**config.mk**
```make
export PLATFORM = sky130hd
export DESIGN_NAME = core_run_controller
export DESIGN_NICKNAME = d
export VERILOG_FILES = /design/src/rtl/core_dbg_pkg.sv /design/src/rtl/dbg_counter.sv /design/src/rtl/core_run_controller.sv
export SDC_FILE = /design/constraint.sdc
export NUM_CORES = 1
export LEC_CHECK = 0
export CAP_MARGIN = 20
export CORE_MARGIN = 2
export CORE_UTILIZATION = 47
export DETAILED_ROUTE_END_ITERATION = 10
export PLACE_DENSITY = 0.8
export REMOVE_ABC_BUFFERS = 1
export SLEW_MARGIN = 30
export SYNTH_ARGS = -nofsm -noshare
export SYNTH_HDL_FRONTEND = slang
export SYNTH_SLANG_ARGS = --single-unit
```
**constraint.sdc**
```tcl
create_clock -name clk -period 3.35 [get_ports clk]
set_input_delay 0.8375 -clock clk [delete_from_list [all_inputs] [get_ports clk]]
set_output_delay 0.8375 -clock clk [all_outputs]
set_load 0.05 [all_outputs]
```
**src/rtl/core_dbg_pkg.sv**
```systemverilog
// core_dbg_pkg: shared encodings for the core run controller
package core_dbg_pkg;
    typedef enum logic [1:0] {ST_HALTED = 2'd0, ST_RUN = 2'd1, ST_STEP = 2'd2} state_t;
    typedef enum logic [1:0] {OP_HALT = 2'd0, OP_RUN = 2'd1, OP_STEP = 2'd2, OP_SET_BP = 2'd3} cmd_op_t;
    typedef enum logic [1:0] {
        CAUSE_CMD        = 2'd0,
        CAUSE_STEP_DONE  = 2'd1,
        CAUSE_BREAKPOINT = 2'd2,
        CAUSE_EBREAK     = 2'd3
    } halt_cause_t;
    localparam logic [31:0] EBREAK_INSTR = 32'h0010_0073;
endpackage

```
**src/rtl/dbg_counter.sv**
```systemverilog
// dbg_counter: wrapping event counter with synchronous active-low clear
module dbg_counter #(
    parameter int W = 32
) (
    input  logic         clk,
    input  logic         reset,
    input  logic         en,
    output logic [W-1:0] count
);
    // clear on reset, otherwise count enabled cycles and wrap silently
    always_ff @(posedge clk) begin
        if (!reset) count <= '0;
        else if (en) count <= count + W'(1);
    end
endmodule

```
**src/rtl/core_run_controller.sv**
```systemverilog
// core_run_controller: run/halt/step/breakpoint sequencer gating the core datapath
module core_run_controller
    import core_dbg_pkg::*;
#(
    parameter bit RUN_ON_RESET = 1'b1,
    parameter int STEP_W       = 16,
    parameter int CNT_W        = 32
) (
    input  logic             clk,
    input  logic             reset,
    input  logic             cmd_valid,
    input  logic [1:0]       cmd_op,
    input  logic [31:0]      cmd_arg,
    input  logic [31:0]      PC,
    input  logic [31:0]      Instr,
    output logic             core_en,
    output logic             halted,
    output logic [1:0]       halt_cause,
    output logic             cmd_err,
    output logic [CNT_W-1:0] cycle_count,
    output logic [CNT_W-1:0] retired_count
);
    state_t            state, state_n;
    halt_cause_t       cause, cause_n;
    cmd_op_t           op;
    logic              bp_en, bp_en_n, skip, skip_n, cmd_err_n;
    logic [31:0]       bp_addr, bp_addr_n;
    logic [STEP_W-1:0] step_rem, step_rem_n, step_arg;
    logic              active, bp_hit, eb_hit, bp_set;
    logic              unused_arg;

    assign unused_arg = cmd_arg[1];
    assign halted     = state == ST_HALTED;
    assign halt_cause = cause;

    // hit detection, datapath enable and next-state selection; halts outrank commands
    always_comb begin
        op         = cmd_op_t'(cmd_op);
        active     = state != ST_HALTED;
        bp_hit     = bp_en && PC == bp_addr && !skip;
        eb_hit     = Instr == EBREAK_INSTR && !skip;
        core_en    = active && !bp_hit && !eb_hit && reset;
        step_arg   = cmd_arg[STEP_W-1:0];
        bp_set     = cmd_valid && op == OP_SET_BP;
        bp_addr_n  = bp_set ? {cmd_arg[31:2], 2'b00} : bp_addr;
        bp_en_n    = bp_set ? cmd_arg[0] : bp_en;
        cmd_err_n  = cmd_valid && (op == OP_RUN || op == OP_STEP) && active;
        state_n    = state;
        cause_n    = cause;
        skip_n     = core_en ? 1'b0 : skip;
        step_rem_n = (state == ST_STEP && core_en) ? step_rem - STEP_W'(1) : step_rem;
        if (active && (bp_hit || eb_hit)) begin
            state_n = ST_HALTED;
            cause_n = bp_hit ? CAUSE_BREAKPOINT : CAUSE_EBREAK;
        end else if (state == ST_STEP && core_en && step_rem == STEP_W'(1)) begin
            state_n = ST_HALTED;
            cause_n = CAUSE_STEP_DONE;
        end else if (cmd_valid && op == OP_HALT && active) begin
            state_n = ST_HALTED;
            cause_n = CAUSE_CMD;
        end else if (cmd_valid && op == OP_RUN && !active) begin
            state_n = ST_RUN;
            skip_n  = 1'b1;
        end else if (cmd_valid && op == OP_STEP && !active) begin
            state_n    = ST_STEP;
            skip_n     = 1'b1;
            step_rem_n = step_arg == '0 ? STEP_W'(1) : step_arg;
        end
        if (state_n != ST_STEP) step_rem_n = '0;
    end

    // controller state register
    always_ff @(posedge clk) begin
        if (!reset) begin
            state    <= RUN_ON_RESET ? ST_RUN : ST_HALTED;
            cause    <= CAUSE_CMD;
            bp_en    <= 1'b0;
            bp_addr  <= '0;
            step_rem <= '0;
            skip     <= 1'b0;
            cmd_err  <= 1'b0;
        end else begin
            state    <= state_n;
            cause    <= cause_n;
            bp_en    <= bp_en_n;
            bp_addr  <= bp_addr_n;
            step_rem <= step_rem_n;
            skip     <= skip_n;
            cmd_err  <= cmd_err_n;
        end
    end

    dbg_counter #(.W(CNT_W)) u_cycle (
        .clk   (clk),
        .reset (reset),
        .en    (1'b1),
        .count (cycle_count)
    );

    dbg_counter #(.W(CNT_W)) u_retired (
        .clk   (clk),
        .reset (reset),
        .en    (core_en),
        .count (retired_count)
    );
endmodule
```
Word level (Yosys, flattened, before mapping) --
Index checks and enable logic that the tools add are counted.
Storage, ports and cells: output and inout port bits 69, logic and storage cells 73, bits of input ports 101, register bits 117
Cells by class: equal/unequal tests 8, multiplexer cells 22, reduce and logical (&&, ||, !) cells 30, bitwise logic cells 1, add/subtract/negate cells 3
Operators with widths (number):
- $mux W16 | 7
- $add A32 B1 Y32 const B | 2
- $eq A32 B21 Y1 const B | 1
- $eq A32 B32 Y1 | 1
- $logic_and A1 B1 Y1 | 18
- $eq A16 B1 Y1 const B | 1
- $logic_not A16 Y1 | 1
- $mux W2 | 8
- $sub A16 B1 Y16 const B | 1
- $mux W1 | 7
- $eq A2 B2 Y1 const B | 3
- $logic_not A1 Y1 | 4
- $logic_not A2 Y1 | 2
- $reduce_bool A3 Y1 | 1
- $eq A2 B1 Y1 const B | 1
- $logic_or A1 B1 Y1 | 2
- $ne A2 B2 Y1 const B | 1
- $reduce_bool A2 Y1 | 1
- $reduce_or A2 Y1 | 1
- $not A1 Y1 | 1

Depth between registers and ports, before layout --
word-level depth 14, depth in mapped cells 9, mapped depth without buffers 8

By module --
From an unflattened synthesis, not the netlist that was laid out.
Unflattened totals: cell total of the unflattened synthesis 713, area total of the unflattened synthesis 6074.6 µm²
Modules (own cells, without submodules):
- dbg_counter | cells each 176, sequential area each 640.6 µm², area an instance 1562.7 µm², times used 2
- core_run_controller | cells each 361, sequential area each 1061.0 µm², area an instance 2949.1 µm², times used 1

Worst setup path after synthesis --
No wires, ideal clock.
path kind in2out, from input port Instr[5], to output port core_en, data arrival time 2688 ps, required time 2513 ps, path slack -175 ps, stages 6, path buffers 1, path through nor4bb_1 > nand4_1 > or4_1 > o31ai_1 > buf_2 > nor3_1
On the way: cells in the longest elaborated chain, start to end 5
Ends and longest elaborated chain:
- start, declared | line core_run_controller.sv:15 | input logic [31:0] Instr,
- $eq A32 B21 Y1 | line core_run_controller.sv:41 | eb_hit = Instr == EBREAK_INSTR && !skip;
- $logic_and A1 B1 Y1 | line core_run_controller.sv:41
- $logic_not A1 Y1 | line core_run_controller.sv:42 | core_en = active && !bp_hit && !eb_hit && reset;
- $logic_and A1 B1 Y1 (2 in a row) | line core_run_controller.sv:42
- end, declared | line core_run_controller.sv:16 | output logic core_en,
Every way passes these cells.

Final worst setup path --
from input port Instr[28], to output port core_en
The elaborated chain is that of the path after synthesis.

==> run metrics <==
area of the die=0.01293 mm^2; critical path fanouts, max=2; area of the mapped netlist=0.005655 mm^2; buffers plus inverters on the worst setup path=2; Min-Delay Path Class=reg -> reg; Max Buffers Root-to-Sink=2; Switching Share=22.73%; cts hold-fix bufs=0; first-pass iteration count of the detailed router=5; Cell Pwr Density=413.9 mW/mm^2; CTS tree=yes; endpoint type of the worst setup path=output port; Setup TNS Final=0 ps; Yosys warning count=0; total via count in the routed design=5710; worst path cell trace=dlygate4sd2_1, nor4_4, nand4_1, or4_4, o31ai_4, nor3_4, buf_12; post-synth top area share=41.42%; drt first-iter violations=348; Clock Tree Root=clkbuf_16; Critical Path Slowest Stage Cell=or4_4; count of filler cells inserted in the layout=890; Worst Hold Path Cells=2; unrepaired setup endpoints after global routing=false; GRT Residual Overflow=0; most common flop cell mapped by yosys=dfxtp_1; hold_ws=458.7 ps; pin count of the biggest net entering global routing=80; number of max-capacitance violations reported=0; Hold Violations, Final=0; Avg Synthesized Cell Area=8.378 um^2; crit-path leading delay family=simple AND/OR/NAND/NOR gates; worst-case setup margin in the final layout=67.66 ps; Final HPWL DP=11550 um; Leakage=3.257 nW; signal arrival time at the worst endpoint=2440 ps; Setup WS pre-CTS=-465.3 ps; slew at the pin with the worst max-slew slack=880.6 ps; portion of total power attributed to the clock network=49.1%; Post-Syn Instances=675; number of global-route vias before repair=5615; Clk Latency, worst-skew pair=410 ps; routed wirelength normalized by instance count=15.79 um; routability cong.=0.8314; area overhead of the layout relative to synthesis=47.23%; post-detailed-routing wire length=16120 um; number of sinks driven by the clock tree=117; Synth area leaders=dfxtp_1 41%, xor2_1 7.0%, nand2_1 6.8%; starting density of the core=47.68%; post-synthesis sequential area ratio=41.42%; power share of the sequential group=41.6%; number of enable-type register cells in the synthesized netlist=0; critical register-to-register path startpoint=skip$_SDFF_PN0_; Final Slew Violations=0; Port Buf Inserts=169; Distinct cells, synth=46; R2R Setup Slk=300 ps; number of nets in the final layout=971; final setup skew=7.757 ps; GRT Total Usage=25.38%; Slew headroom=40.75%; Max Clk Rate=304.7 MHz; antenna violations before repair=0; FP Rows=40; VDD IR-drop max=0.0002605 V; diode insertion count for antenna repair=0; required time at the worst-slack endpoint=2510 ps; number of storage elements in the synthesis netlist=117; final non-filler cell total=1021; detailed-route DRC error count=0; start point of the worst hold path=bp_en$_SDFFE_PN0P_; endpoint of the worst hold-timing path=bp_en$_SDFFE_PN0P_; Post-synth ARST share=0%; design internal power=0.002663 W; setup violation total in the final timing report=0; switching component of the power=0.0007832 W; result of the run=completed; worst setup path class=in -> out; worst r2r path cells=12; power share of the combinational group=9.2%; highest cell delay on the worst timing path=580 ps; placed cells=982; vias per inst=5.593; post-layout min period=3282 ps; post-CTS clock slew at the launch and capture registers of the worst setup and hold paths=50 ps; placeable core area=0.01186 mm^2; Critical R2R Capture=step_rem[1]$_SDFF_PP0_; clock buffers created by TritonCTS=17; number of levels the H-tree was split into=4; final cycle utilization of the critical path=97.98%; share of layout cells above drive strength 1=10.41%; kind of start point of the critical path=primary input; num ports=170; largest area contributor in the netlist=dfxtp_1; die span in x=113.7 um; first-pass GRT wire length=26630 um; height of the die=113.7 um; remaining antenna violation count after routing=0
[worst min-delay path, cell delays in order, from the launching register on]
cell,delay (ps)
dfxtp_1,310
nand2_1,50
a21oi_1,50
[logic make-up (layout without fill, tap and decap cells)]
kind of cell	count (synthesis)	count (layout)	share of synthesized area [%]
DFF	117	117	41.42
muxes	12	12	2.146
buffers and inverters	43	242	3.053
and+or+nand+nor	322	322	28.61
AOI/OAI and AO/OA	92	92	10.46
adders and majority gates	8	8	1.770
xor gates and xnor gates	81	81	12.54
[repair_timing]
action | CTS | global route
setup buffers | 5 | 3
endpoints found under the setup margin | 1 | 3
gates resized for setup | 52 | 26
pin swaps | 23 | 19
[cells in the final DEF (no fill, tap or decap), drive strengths merged, types with 11 or more instances in the layout]
cell	instances
nor3	20
and3	14
dlygate4sd2	29
mux2i	11
nand2	103
nor2	61
buf	32
clkdlybuf4s50	120
nor4	27
clkbuf	29
xor2	45
xnor2	36
nand3	24
a21oi	44
o21ai	17
a211oi	18
dfxtp	117
or3	14
nand4	24
[metal layers]
metal | up-vias | part of all wire (%) | global-route usage, %
met4 | 0 | 2.0 | 7.561
met1 | 2698 | 42 | 31.13
met2 | 239 | 49 | 43.95
li1 | 2737 | - | -
met3 | 36 | 6.9 | 6.589
met5 | - | 0 | 0
[Yosys cell counts, types with 2 or more instances]
cell,count
a211oi_1,8
a211oi_2,10
a21oi_1,44
and2_1,7
and3_1,14
and4_1,3
buf_2,6
clkbuf_1,24
dfxtp_1,117
ha_1,8
inv_1,9
mux2i_1,11
nand2_1,103
nand2b_1,5
nand3_1,24
nand4_1,24
nor2_1,61
nor3_1,19
nor4_1,26
nor4b_1,2
nor4bb_1,2
o211ai_1,4
o21ai_0,17
o31ai_1,5
or2_2,2
or3_1,14
or4_1,8
xnor2_1,36
xor2_1,45
[flip-flops by register name (all words and copies together) (netlist names)]
name / count
halt_cause: 2
bp_en: 1
state: 2
step_rem: 16
bp_addr: 30
u_cycle.count: 32
skip: 1
u_retired.count: 32
cmd_err: 1
[worst max-delay path by stage]
| stage | slack, ps | startpoint | cells past startpoint | to |
|---|---|---|---|---|
| after floorplan | -1250 | PC[19] | 5 | core_en |
| after global placement | -450 | Instr[26] | 7 | core_en |
| after detailed placement | -470 | Instr[26] | 7 | core_en |
| after CTS | 1 | PC[21] | 7 | core_en |
| after global routing | 0.9 | Instr[28] | 7 | core_en |
| final | 70 | Instr[28] | 7 | core_en |
[power by group through the flow]
stage,sequential (W),clock (W),combinational (W)
detailed placement,0.00146,0,0.000319
global route,0.00144,0.00179,0.000340
global placement,0.00146,0,0.000312
finish,0.00143,0.00169,0.000319
floorplan,0.00149,0,0.0000921
CTS,0.00143,0.00171,0.000314
[layout make-up]
type	instances	area (um^2)	share of cell area, %
clock buffer	27	503.0	6.041
clock inverter	4	45.04	0.5409
inverter	11	41.29	0.4959
multi-input combinational	515	3273	39.31
sequential	117	2342	28.13
tap	147	183.9	2.209
timing repair buffer	200	1938	23.28
[through the flow]
step | instance area (um^2) | power, W | util [%]
6_report | 8327 | 0.003446 | 70.20
5_1_grt | 8327 | 0.003561 | 70.20
4_1_cts | 8245 | 0.003455 | 69.51
3_5_place_dp | 7621 | 0.001781 | 64.25
3_3_place_gp | 7621 | 0.001773 | 64.25
2_1_floorplan | 5524 | 0.001583 | -
Power figures use the tool's default switching activity.
